===== config.mk =====
export PLATFORM = sky130hd
export DESIGN_NAME = cordic_angle_sequencer
export DESIGN_NICKNAME = d
export VERILOG_FILES = /design/src/rtl/cordic_angle_sequencer.sv
export SDC_FILE = /design/constraint.sdc
export NUM_CORES = 1
export LEC_CHECK = 0
export CAP_MARGIN = 10
export CORE_MARGIN = 10
export CORE_UTILIZATION = 53
export CTS_BUF_LIST = sky130_fd_sc_hd__clkbuf_8
export DETAILED_ROUTE_END_ITERATION = 12
export PLACE_DENSITY = 0.84
export SYNTH_ARGS = -nofsm -noshare
export SYNTH_HDL_FRONTEND = slang
export SYNTH_SLANG_ARGS = --single-unit

===== constraint.sdc =====
create_clock -name clk -period 3.4 [get_ports clk]
set_clock_uncertainty 0.2 [all_clocks]
set_input_delay 0.51 -clock clk [delete_from_list [all_inputs] [get_ports clk]]
set_output_delay 0.51 -clock clk [all_outputs]
set_load 0.005 [all_outputs]

===== src/rtl/cordic_angle_sequencer.sv =====
// Per-iteration CORDIC micro-rotation generator: streams {shift, angle, last} beats for
// circular, hyperbolic and linear runs over a registered valid/ready interface.
module cordic_angle_sequencer #(
  parameter int p_WIDTH            = 32,
  parameter int p_ANGLE_ADDR_WIDTH = 5,
  parameter int p_ITER_WIDTH       = 6
) (
  input  logic                          clk,
  input  logic                          rstN,
  input  logic                          start,
  input  logic [1:0]                    mode,
  input  logic [p_ITER_WIDTH-1:0]       iterCount,
  input  logic                          abort,
  output logic                          angleValid,
  input  logic                          angleReady,
  output logic [p_WIDTH-1:0]            angle,
  output logic [p_ANGLE_ADDR_WIDTH-1:0] shift,
  output logic                          last,
  output logic                          busy,
  output logic                          done
);

  typedef enum logic [1:0] {
    ST_IDLE,
    ST_RUN,
    ST_DONE
  } state_e;

  localparam logic [1:0] MODE_CIRC = 2'b00;
  localparam logic [1:0] MODE_HYP  = 2'b01;
  localparam logic [1:0] MODE_LIN  = 2'b10;
  localparam logic [1:0] MODE_RSVD = 2'b11;

  localparam logic [p_ANGLE_ADDR_WIDTH-1:0] SHIFT_MAX = '1;
  localparam logic [p_ANGLE_ADDR_WIDTH-1:0] SHIFT_ONE = p_ANGLE_ADDR_WIDTH'(1);
  localparam logic [p_ITER_WIDTH-1:0]       ITER_ONE  = p_ITER_WIDTH'(1);

  // atan(2^-i) scaled so that 2^32 is one full turn, truncated
  function automatic logic [31:0] circAtan(input logic [4:0] idx);
    logic [31:0] v;
    case (idx)
      5'd0:    v = 32'h2000_0000;
      5'd1:    v = 32'h12E4_051D;
      5'd2:    v = 32'h09FB_385B;
      5'd3:    v = 32'h0511_11D4;
      5'd4:    v = 32'h028B_0D43;
      5'd5:    v = 32'h0145_D7E1;
      5'd6:    v = 32'h00A2_F61E;
      5'd7:    v = 32'h0051_7C55;
      5'd8:    v = 32'h0028_BE53;
      5'd9:    v = 32'h0014_5F2E;
      5'd10:   v = 32'h000A_2F98;
      5'd11:   v = 32'h0005_17CC;
      5'd12:   v = 32'h0002_8BE6;
      5'd13:   v = 32'h0001_45F3;
      5'd14:   v = 32'h0000_A2F9;
      5'd15:   v = 32'h0000_517C;
      5'd16:   v = 32'h0000_28BE;
      5'd17:   v = 32'h0000_145F;
      5'd18:   v = 32'h0000_0A2F;
      5'd19:   v = 32'h0000_0517;
      5'd20:   v = 32'h0000_028B;
      5'd21:   v = 32'h0000_0145;
      5'd22:   v = 32'h0000_00A2;
      5'd23:   v = 32'h0000_0051;
      5'd24:   v = 32'h0000_0028;
      5'd25:   v = 32'h0000_0014;
      5'd26:   v = 32'h0000_000A;
      5'd27:   v = 32'h0000_0005;
      5'd28:   v = 32'h0000_0002;
      5'd29:   v = 32'h0000_0001;
      default: v = 32'h0000_0000;
    endcase
    return v;
  endfunction

  // atanh(2^-i) in Q1.31; from i=10 the cubic term is below one LSB so it equals 2^-i
  function automatic logic [31:0] hypAtanh(input logic [4:0] idx);
    logic [31:0] v;
    case (idx)
      5'd0:    v = 32'h0000_0000;
      5'd1:    v = 32'h464F_A9EA;
      5'd2:    v = 32'h20B1_5DF5;
      5'd3:    v = 32'h1015_891C;
      5'd4:    v = 32'h0802_AC45;
      5'd5:    v = 32'h0400_5562;
      5'd6:    v = 32'h0200_0AAB;
      5'd7:    v = 32'h0100_0155;
      5'd8:    v = 32'h0080_002A;
      5'd9:    v = 32'h0040_0005;
      default: v = 32'h8000_0000 >> idx;
    endcase
    return v;
  endfunction

  function automatic logic [p_WIDTH-1:0] angleEntry(input logic [1:0] m, input logic [4:0] idx);
    logic [31:0] full;
    case (m)
      MODE_CIRC: full = circAtan(idx);
      MODE_HYP:  full = hypAtanh(idx);
      MODE_LIN:  full = 32'h8000_0000 >> idx;
      default:   full = 32'h0000_0000;
    endcase
    return p_WIDTH'(full >> (32 - p_WIDTH));
  endfunction

  state_e                          state_q, state_d;
  logic [1:0]                      mode_q, mode_d;
  logic [p_ITER_WIDTH-1:0]         iterTarget_q, iterTarget_d;
  logic [p_ITER_WIDTH-1:0]         beatNum_q, beatNum_d;
  logic [p_ANGLE_ADDR_WIDTH-1:0]   shift_q, shift_d;
  logic                            repDone_q, repDone_d;
  logic [p_WIDTH-1:0]              angle_q, angle_d;
  logic                            last_q, last_d;
  logic [p_ANGLE_ADDR_WIDTH-1:0]   nextShift;
  logic                            repeatPoint;

  always_ff @(posedge clk or negedge rstN) begin
    if (!rstN) begin
      state_q      <= ST_IDLE;
      mode_q       <= MODE_CIRC;
      iterTarget_q <= '0;
      beatNum_q    <= '0;
      shift_q      <= '0;
      repDone_q    <= 1'b0;
      angle_q      <= '0;
      last_q       <= 1'b0;
    end else begin
      state_q      <= state_d;
      mode_q       <= mode_d;
      iterTarget_q <= iterTarget_d;
      beatNum_q    <= beatNum_d;
      shift_q      <= shift_d;
      repDone_q    <= repDone_d;
      angle_q      <= angle_d;
      last_q       <= last_d;
    end
  end

  // Hyperbolic convergence needs shifts 4 and 13 issued twice; repDone marks the second issue
  assign repeatPoint = (mode_q == MODE_HYP) && !repDone_q &&
                       ((5'(shift_q) == 5'd4) || (5'(shift_q) == 5'd13));

  always_comb begin
    state_d      = state_q;
    mode_d       = mode_q;
    iterTarget_d = iterTarget_q;
    beatNum_d    = beatNum_q;
    shift_d      = shift_q;
    repDone_d    = repDone_q;
    angle_d      = angle_q;
    last_d       = last_q;
    nextShift    = shift_q;

    unique case (state_q)
      ST_IDLE: begin
        if (start && (mode != MODE_RSVD)) begin
          mode_d       = mode;
          iterTarget_d = iterCount;
          if (iterCount == '0) begin
            state_d = ST_DONE;
          end else begin
            state_d   = ST_RUN;
            nextShift = (mode == MODE_HYP) ? SHIFT_ONE : '0;
            shift_d   = nextShift;
            repDone_d = 1'b0;
            beatNum_d = ITER_ONE;
            last_d    = (iterCount == ITER_ONE);
            angle_d   = angleEntry(mode, 5'(nextShift));
          end
        end
      end

      ST_RUN: begin
        if (abort || (angleReady && last_q)) begin
          state_d = abort ? ST_IDLE : ST_DONE;
          shift_d = '0;
          angle_d = '0;
          last_d  = 1'b0;
        end else if (angleReady) begin
          if (repeatPoint) begin
            repDone_d = 1'b1;
          end else if (shift_q != SHIFT_MAX) begin
            nextShift = shift_q + SHIFT_ONE;
            repDone_d = 1'b0;
          end
          shift_d   = nextShift;
          beatNum_d = beatNum_q + ITER_ONE;
          last_d    = ((beatNum_q + ITER_ONE) == iterTarget_q);
          angle_d   = angleEntry(mode_q, 5'(nextShift));
        end
      end

      ST_DONE: begin
        state_d = ST_IDLE;
      end

      default: begin
        state_d = ST_IDLE;
      end
    endcase
  end

  assign angleValid = (state_q == ST_RUN);
  assign busy       = (state_q != ST_IDLE);
  assign done       = (state_q == ST_DONE);
  assign angle      = angle_q;
  assign shift      = shift_q;
  assign last       = last_q;

endmodule


==> flow_summary_export.csv <==
group,metric,value,unit
logic_synthesis,synth.distinct_cells,75,
timing,period_needed,3.29,ns
final_layout,layout-area-overhead-vs-synth,27.2,%
power,power,4.93,mW
timing,maxSlewHeadroom,42.2,%
worst_setup_path,critical_path_arrival,3.28,ns
placed_design,globalplace.congestion,1.11,
global_routing,grt_overflow,0,
routing,drc_errors,0,
timing,period_share,96.6,%
power,ir_drop,0.000431,V
logic_synthesis,syn_avg_cell_area,8.00,µm²
die,die_h,112,µm
die,core-area,8260,µm²
routing,wl_per_cell,25.0,µm
routing,drt_iter0_markers,825,
final_layout,final_common_cell,"buf_4",
logic_synthesis,synth_cells,564,
power,power_leakage,2.32,nW
die,dieArea,12600,µm²
logic_synthesis,ys_seq_elements,55,
worst_setup_path,crit_type,"flip-flop to flip-flop",
logic_synthesis,synth_edf_count,0,
final_layout,final_cell_mix,"79 x buf_4, 61 x o21ai_0, 56 x a21oi_1, 55 x nand2_1, 54 x dfrtp_1",
timing,tns,0,ns
timing,tightest_slew,0.866,ns
worst_setup_path,required,3.40,ns
final_layout,nets,683,
placed_design,post_dp_cell_area,5520,µm²
cts,cts_tree,"built",
timing,max_freq,304,MHz
global_routing,grt_pass1_wl,29700,µm
cts,clk_path_buf_depth,2,
hold_path,hp-class,"flip-flop to flip-flop",
power,powerDensity,859,nW/µm²
timing,finalMaxSlewViolations,0,
logic_synthesis,async_flop_share,100,%
global_routing,track_usage,28.7,%
cts,cts_root_buffer,"clkbuf_8",
final_layout,drive_above_1_share,19.4,%
routing,drt-vias-per-instance,7.09,
routing,num_vias,5426,
cts,cts_num_sinks,55,
die,initial_core_util,54.6,%
logic_synthesis,synth_area,4510,µm²
routing,firstDrtPassIters,6,
global_routing,first_global_vias,5263,
status,outcome,"finished clean",
die,die-width,112,µm
routing,wirelength,19100,µm
die,io_pins,54,
worst_setup_path,slowest_stage,"dfrtp_2",
worst_setup_path,cp-end-kind,"flip-flop",
cts,worstSkewPairLatency,0.31,ns
timing,setup_viol,0,
logic_synthesis,synth_warnings,0,
timing,hold_violations,0,
global_routing,antenna_found_initial,0,
final_layout,stdcell_area,5740,µm²
routing,antenna_left,0,
logic_synthesis,yosysSeqAreaShare,30.5,%
timing,holdWs,0.297,ns
logic_synthesis,synth_nets,588,
job,drv_cap,0,
worst_setup_path,critPathLaunchType,"flip-flop",
global_routing,grt_max_degree,24,
final_layout,antennaDiodeCount,0,
logic_synthesis,synthFlopType,"dfrtp_1",
placed_design,portBuffers,53,
cts,numCtsBuffers,5,
cts,clkTransAtPathRegs,0.11,ns
final_layout,num-fill-cells,681,
worst_setup_path,slowest_delay,0.47,ns
cts,htreeDepth,2,
worst_setup_path,crit_fanout,7,
die,num_rows,33,
worst_setup_path,path_cells,"inv_2 > ha_2 > mux2i_4 > o31ai_4 > mux2_4 > buf_4 > ha_1 > buf_4 > nor2_4 > o32ai_4 > buf_12 > o21a_1 > a211oi_2 > o22ai_1",
placed_design,dp_hpwl,13900,µm
worst_setup_path,cp_common_cell,"buf_4",
registers in the layout, summed over array words and instances, names as in the netlist:
signal        cells
last              1
angle            32
mode_q            2
state_q           2
iterTarget_q      6
repDone_q         1
shift             5
beatNum_q         6
critical path: cells and delay by family (launching register included):
| kind | cells | cell delay [ns] |
|---|---|---|
| AOI/OAI and AO/OA | 5 | 0.85 |
| adders and majority gates | 2 | 0.43 |
| buffers and inverters | 4 | 0.63 |
| DFF | 1 | 0.47 |
| muxes | 2 | 0.44 |
| and+or+nand+nor | 1 | 0.13 |
cell families (layout without fill, tap and decap cells):
logic type / after synthesis / after routing / share of synthesized area (%)
adders and majority gates: 11 / 11 / 3.05
AOI/OAI and AO/OA: 231 / 232 / 33.5
buffers and inverters: 55 / 150 / 5.69
xor gates and xnor gates: 13 / 13 / 2.52
DFF: 55 / 55 / 30.5
and+or+nand+nor: 185 / 185 / 21.1
muxes: 14 / 14 / 3.66
layer usage:
metal	part of all wire [%]	GRT usage, %	up-vias	routed length [µm]
li1	-	-	2308	-
met1	39	37.8	2521	7460
met2	41	41.7	468	7920
met3	14	10.4	129	2710
met4	5.4	11.1	0	1040
met5	0	0	-	0
cell type report:
type	count	area, µm²	area share [%]
clock buffers	6	82.6	1.44
clock inverters	2	12.5	0.218
inverters	8	30.0	0.523
multi-input cells	455	2950	51.5
flip-flops and latches	55	1380	24.0
well taps	105	131	2.29
repair buffers	134	1150	20.0
metrics by stage:
step                worst slack (ns)  util [%]  cells
finish                         0.114      69.5    765
global route                -0.00773      69.5    765
CTS                           0.0187      68.2    761
detailed placement            0.0268      66.9    752
global placement            -0.00443      66.9    752
floorplan                     0.0264         -    564
synthesized netlist by cell type (all sizes together) (4+ instances only):
library cell	count	area [µm²]
o21ai	64	320
nor2b	6	37.5
a21o	11	82.6
a31oi	17	106
nand2b	9	63.8
nand3	17	85.1
inv	8	30.0
nand2	58	225
o31ai	6	58.8
or2	5	31.3
nor3	23	125
o32ai	5	62.6
a211oi	10	75.1
xnor2	10	87.6
nor4	6	37.5
nand4	4	25.0
ha	11	138
o211ai	9	67.6
mux2	10	113
and2	5	31.3
and3	4	25.0
dfrtp	55	1380
nor2	32	120
buf	23	136
clkbuf	24	90.1
o22ai	8	50.1
a21oi	58	305
mux2i	4	52.6
or3	6	42.5
worst paths after layout:
path	startpoint	endpoint	slack [ns]	cells past startpoint
worst max-delay path	shift[0]	angle[18]	0.11	14
worst min-delay path	angle[24]	angle[24]	0.30	2
worst max register to register	shift[0]	angle[18]	0.11	14
worst min register to register	angle[24]	angle[24]	0.30	2
max in group asynchronous	rstN	angle[15]	1.86	3
min in group asynchronous	rstN	iterTarget_q[4]	0.49	2
where the power goes:
part           switching (mW)  internal [mW]
registers               0.157          0.842
clock network           0.222          0.165
logic                    2.05           1.49
total                    2.43           2.50
timing repair:
item,in CTS,in global routing
endpoints found under the setup margin,4,24
hold endpoints to repair,21,0
pin swaps,1,5
gates resized for setup,1,13
gates cloned,0,1
hold buffers,1,0
buffers inserted,0,3
No activity file was read; power rests on OpenSTA's default activity.
